### src/rtl/model_scalar_integer_accumulator.sv
// Signed accumulator stage behind the scalar integer multiplier.
// Optional saturation on overflow: define SCALAR_ACCUMULATOR_SATURATE_EN.
module model_scalar_integer_accumulator #(
    parameter int DATA_SIZE    = 64,
    parameter int CONTROL_SIZE = 64
) (
    input  logic                    CLK,
    input  logic                    RST,
    input  logic                    START,
    output logic                    READY,
    input  logic [CONTROL_SIZE-1:0] SIZE_IN,
    output logic                    DATA_ENABLE,
    input  logic                    DATA_IN_ENABLE,
    input  logic [DATA_SIZE-1:0]    DATA_IN,
    input  logic                    OVERFLOW_IN,
    output logic [DATA_SIZE-1:0]    DATA_OUT,
    output logic                    OVERFLOW_OUT
);

    typedef enum logic [1:0] {
        STARTER_STATE = 2'd0,
        INPUT_STATE   = 2'd1,
        ENDER_STATE   = 2'd2
    } state_t;

    localparam logic [CONTROL_SIZE-1:0] ONE = 1;

`ifdef SCALAR_ACCUMULATOR_SATURATE_EN
    localparam logic [DATA_SIZE-1:0] ACC_MAX = {1'b0, {(DATA_SIZE-1){1'b1}}};
    localparam logic [DATA_SIZE-1:0] ACC_MIN = {1'b1, {(DATA_SIZE-1){1'b0}}};
`endif

    state_t                  state;
    state_t                  state_nxt;
    logic [DATA_SIZE-1:0]    acc;
    logic [DATA_SIZE-1:0]    acc_nxt;
    logic [DATA_SIZE-1:0]    sum;
    logic                    add_ovf;
    logic                    ovf;
    logic [CONTROL_SIZE-1:0] size;
    logic [CONTROL_SIZE-1:0] index;
    logic                    last;

    assign last = (index == size - ONE);

    // Wrapping add, signed-overflow detect, and optional clamp.
    always_comb begin
        sum     = acc + DATA_IN;
        add_ovf = (acc[DATA_SIZE-1] == DATA_IN[DATA_SIZE-1]) &&
                  (sum[DATA_SIZE-1] != acc[DATA_SIZE-1]);
`ifdef SCALAR_ACCUMULATOR_SATURATE_EN
        if (add_ovf) begin
            acc_nxt = acc[DATA_SIZE-1] ? ACC_MIN : ACC_MAX;
        end else begin
            acc_nxt = sum;
        end
`else
        acc_nxt = sum;
`endif
    end

    // State register.
    always_ff @(posedge CLK) begin
        if (!RST) begin
            state <= STARTER_STATE;
        end else begin
            state <= state_nxt;
        end
    end

    // Next-state logic; stray encodings fall back to idle.
    always_comb begin
        state_nxt = state;
        case (state)
            STARTER_STATE: begin
                if (START) begin
                    if (SIZE_IN == '0) begin
                        state_nxt = ENDER_STATE;
                    end else begin
                        state_nxt = INPUT_STATE;
                    end
                end
            end
            INPUT_STATE: begin
                if (DATA_IN_ENABLE && last) begin
                    state_nxt = ENDER_STATE;
                end
            end
            ENDER_STATE: begin
                state_nxt = STARTER_STATE;
            end
            default: begin
                state_nxt = STARTER_STATE;
            end
        endcase
    end

    // Datapath: accumulate, request next product, publish result.
    always_ff @(posedge CLK) begin
        if (!RST) begin
            acc          <= '0;
            ovf          <= 1'b0;
            size         <= '0;
            index        <= '0;
            READY        <= 1'b0;
            DATA_ENABLE  <= 1'b0;
            DATA_OUT     <= '0;
            OVERFLOW_OUT <= 1'b0;
        end else begin
            READY       <= 1'b0;
            DATA_ENABLE <= 1'b0;
            case (state)
                STARTER_STATE: begin
                    if (START) begin
                        size  <= SIZE_IN;
                        acc   <= '0;
                        index <= '0;
                        ovf   <= 1'b0;
                        if (SIZE_IN != '0) begin
                            DATA_ENABLE <= 1'b1;
                        end
                    end
                end
                INPUT_STATE: begin
                    if (DATA_IN_ENABLE) begin
                        acc <= acc_nxt;
                        ovf <= ovf | OVERFLOW_IN | add_ovf;
                        if (!last) begin
                            index       <= index + ONE;
                            DATA_ENABLE <= 1'b1;
                        end
                    end
                end
                ENDER_STATE: begin
                    DATA_OUT     <= acc;
                    OVERFLOW_OUT <= ovf;
                    READY        <= 1'b1;
                end
                default: begin
                end
            endcase
        end
    end

endmodule

### config.mk
export PLATFORM = sky130hd
export DESIGN_NAME = model_scalar_integer_accumulator
export DESIGN_NICKNAME = d
export VERILOG_FILES = /design/src/rtl/model_scalar_integer_accumulator.sv
export SDC_FILE = /design/constraint.sdc
export NUM_CORES = 1
export LEC_CHECK = 0
export CORE_ASPECT_RATIO = 0.8
export CORE_MARGIN = 2
export CORE_UTILIZATION = 35
export DETAILED_ROUTE_END_ITERATION = 12
export SYNTH_ARGS = -nofsm -noshare
export SYNTH_HDL_FRONTEND = slang
export SYNTH_SLANG_ARGS = --single-unit
### constraint.sdc
create_clock -name CLK -period 4.4 [get_ports CLK]
set_input_delay 0.88 -clock CLK [delete_from_list [all_inputs] [get_ports CLK]]
set_output_delay 0.88 -clock CLK [all_outputs]
set_load 0.02 [all_outputs]
==> metrics.md <==
| Metric | Value |
|---|---|
| First-pass DRT Iterations | `6` |
| CTS tree | `built` |
| Post-route minimum period | `4246 ps` |
| Vias in the first global route | `approximately 16000` |
| Status | `finished clean` |
| Post-synthesis sequential area ratio | `between 30% and 40%` |
| Int Pwr | `approximately 4.6 mW` |
| DRC violations left | `0` |
| Slowest CP cell | `or4_1` |
| Worst slack, placed | `-369.1 ps` |
| Worst setup margin | `between 150 and 200 ps` |
| Period utilisation layout | `96.50%` |
| Remaining Overflow, GRT | `0` |
| Synth Cell Area | `around 16000 sq um` |
| NumNets Final | `between 2000 and 3000` |
| Slew @ Worst Pin | `between 1000 and 1500 ps` |
| VDD IR-drop max | `approximately 0.29 mV` |
| Largest net degree at the start of global routing | `93` |
| Worst path buffer plus inverter count | `4` |
| Drt total wl | `57.44 mm` |
| Setup Viol. Count Final | `0` |
| CTS buffer count | `29` |
| Worst setup SP type | `flip-flop` |
| Synthesized netlist cell count | `2138` |
| Internal reg-to-reg setup slack | `~150 ps` |
| Initial Utilization | `about 35%` |
| Die span in x | `243.9 microns` |
| Ys async rst share | `0%` |
| Top delay family on crit path | `simple AND/OR/NAND/NOR gates` |
| Max-slew violations | `0` |
| Multi-input logic area | `10300 sq um` |
| Worst hold endpoint | `DATA_OUT[63]` |
| Clk slew on worst S/H paths | `approximately 70 ps` |
| Core area | `45540 sq um` |
| Final Hold Viols | `0` |
| Die area | `approximately 48000 sq um` |
| Worst r2r src | `size[1]` |
| Area grow syn2layout | `28.52%` |
| Hold Buf Count CTS | `0` |
| Net load switching power | `2.180 mW` |
| Sw frac | `roughly 32%` |
| Register Area | `about 5200 sq um` |
| Buffers on Ports | `199` |
| Fmax | `between 200 and 250 MHz` |
| Avg WL per Cell | `18.91 microns` |
| Share of cells above drive strength 1 | `approximately a tenth` |
| Cells after DPL | `between 2000 and 3000` |
| Crit. End Element | `flip-flop` |
| Clk sinks | `roughly 260` |
| Worst Hold Class | `reg2reg` |
| Number of DRC markers in iteration 0 | `roughly 1200` |
| Synth Net Count | `approximately 2300` |
| Seq cells post-synth | `262` |
| Crit path depth | `16` |
| Clock Skews | `approximately 19 ps` |
| Top FF cell, synth | `dfxtp_1` |
| Combinational share of power | `about a quarter` |
| Fin area | `between 20000 and 25000 sq um` |
| DR vias | `between 15000 and 20000` |
| Root Buffer | `clkbuf_16` |
| Hold path depth | `2` |
| Placed Area | `around 20000 sq um` |
| PwrDens | `between 300 and 400 nW/um^2` |
| R2R cell count | `16` |
| Clk buf depth | `3` |
| Crit Path Class | `reg2reg` |
| Synth unique cells | `slightly below 80` |
| Clk_lat worst skew | `approximately 580 ps` |
| Sequential share of power | `between 30% and 40%` |
| Fillers | `between 4000 and 5000` |
| Yosys Warn Count | `0` |
| Routed Antenna Nets | `0` |
| Reg2reg end | `index[19]` |
| First-pass GRT wire length | `88.98 mm` |
| Gpl congestion | `about 0.99` |
| CP Max Fanout | `15` |
| Max-slew headroom | `between 20 and 30%` |
| Worst path cell trace | `inv_2 > ha_2 > or4b_4 > or4_4 > buf_8 > or4_1 > a2111oi_0 > a21oi_1 > nor4bb_1 > and4b_4 > a41oi_4 > buf_6 > buf_12 > nand4_1 > xor2_1 > nor2_1` |
| Finished Layout Cells | `3037` |
| Required @ worst endpoint | `4840 ps` |
| Fraction of power consumed by the clock network | `a little under two fifths` |
| # IOs | `200` |
| Post-Syn Area per Cell | `roughly 7.5 sq um` |
| Die Ht | `about 200 microns` |
| H-tree depth | `1` |
| Num rows | `70` |
| Via-to-Cell Ratio | `~5.4` |
| Post-synth EDFFs | `0` |
| Crit path DAT | `roughly 4700 ps` |
| Setup tns final | `0 ps` |
| Slowest stage delay, CP | `~520 ps` |
| Total track usage | `between 20% and 30%` |
| Max Cap Viol | `0` |
| Hold Path Origin | `DATA_OUT[63]` |
| Leakage power | `7.930 nW` |
| Hpwl dp | `43.78 mm` |
| Initial antenna violation count | `4` |
## per-layer routing
layer  wire length, microns  global-route usage, %  vias to the layer above
met2                  24090                  34.99                      450
met5                     14                      0                        -
met4                    975                  4.472                        2
met1                  28930                  35.25                     7869
met3                   3434                  3.283                       53
li1                       -                      -                     8149
## registers in the layout (all words and copies together) (netlist names)
| name | cells |
|---|---|
| OVERFLOW_OUT | 1 |
| DATA_ENABLE | 1 |
| index | 64 |
| READY | 1 |
| size | 64 |
| DATA_OUT | 64 |
| ovf | 1 |
| acc | 64 |
| state | 2 |
## worst reg2reg max path, stage by stage, from the launching register on
cell	delay, ps
dfxtp_2	320
inv_2	40
ha_2	160
or4b_4	460
or4_4	440
buf_8	150
or4_1	520
a2111oi_0	390
a21oi_1	160
nor4bb_1	300
and4b_4	290
a41oi_4	170
buf_6	200
buf_12	150
nand4_1	110
xor2_1	160
nor2_1	60
## cells in the mapped netlist, types with 11 or more instances
master | n | share of area [%]
a21boi_0 | 34 | 1.6
a21o_1 | 32 | 1.5
a21oi_1 | 219 | 6.8
a22oi_1 | 34 | 1.6
a31oi_1 | 13 | 0.50
and2_1 | 20 | 0.78
and3_1 | 25 | 0.97
clkbuf_1 | 105 | 2.4
dfxtp_1 | 262 | 33
ha_1 | 65 | 5.0
inv_1 | 39 | 0.91
mux2i_1 | 11 | 0.68
nand2_1 | 383 | 8.9
nand3_1 | 54 | 1.7
nand4_1 | 67 | 2.6
nor2_1 | 150 | 3.5
nor3_1 | 50 | 1.6
nor4_1 | 52 | 2.0
o21ai_0 | 94 | 2.9
o21bai_1 | 16 | 0.75
or3_1 | 52 | 2.0
or4_1 | 17 | 0.79
xnor2_1 | 105 | 5.7
xor2_1 | 76 | 4.1
## layout by cell type (no fill, tap or decap), types with 37 or more instances in the layout
| cell | synthesis | final |
|---|---|---|
| o21ai_0 | 94 | 93 |
| a21oi_1 | 219 | 217 |
| nand3_1 | 54 | 54 |
| xor2_1 | 76 | 76 |
| nor3_1 | 50 | 50 |
| dfxtp_1 | 262 | 260 |
| ha_1 | 65 | 64 |
| nand2_1 | 383 | 380 |
| inv_1 | 39 | 37 |
| clkdlybuf4s50_1 | 0 | 199 |
| or3_1 | 52 | 52 |
| buf_4 | 1 | 149 |
| nand4_1 | 67 | 67 |
| nor4_1 | 52 | 51 |
| xnor2_1 | 105 | 105 |
| nor2_1 | 150 | 148 |
## cell type report
| cell class | instances | share of cell area (%) |
|---|---|---|
| antenna | 3 | 0.03625 |
| clock buffer | 37 | 3.891 |
| clock inverter | 16 | 0.7371 |
| inverter | 39 | 0.7190 |
| multi-input combinational | 1711 | 49.75 |
| sequential | 262 | 25.34 |
| tap | 612 | 3.698 |
| timing repair buffer | 357 | 15.83 |
## power groups by stage
stage	Combinational (mW)	Clock [mW]	Sequential, mW
CTS	1.70	2.55	2.56
finish	1.73	2.49	2.57
global route	1.90	2.64	2.58
floorplan	1.02	0	2.59
detailed placement	1.68	0	2.61
global placement	1.67	0	2.61
## how the worst max path moves through the flow
| stage | endpoint | from | slack, ps |
|---|---|---|---|
| final | index[19] | size[1] | 150 |
| after global routing | index[16] | size[0] | -20 |
| after CTS | index[40] | size[0] | 10 |
| after detailed placement | acc[62] | DATA_IN[0] | -370 |
| after global placement | acc[62] | DATA_IN[0] | -360 |
| after floorplan | index[62] | size[0] | 190 |
## logic make-up after synthesis
family	share of synthesized area [%]
compound gates	19.71
mux	0.8231
xor+xnor	9.838
fa+ha+maj	5.172
simple gates	27.92
buf+inv	3.984
flops	32.55
## repair_timing
action                     4_1_cts  5_1_grt
setup buffers                    0        6
pin swaps                        0       12
gates resized for setup          1       19
gates cloned                     0        2
setup endpoints to repair       14       52
## per-stage QoR
stage	power (mW)	hold WS (ps)	util, %
final	6.789	455.9	45.47
after global routing	7.109	475.0	45.47
after CTS	6.814	459.0	45.10
after detailed placement	4.299	448.8	42.98
after global placement	4.287	443.1	42.98
after floorplan	3.605	445.7	-
Note: power is estimated with default switching activity, not from simulation.
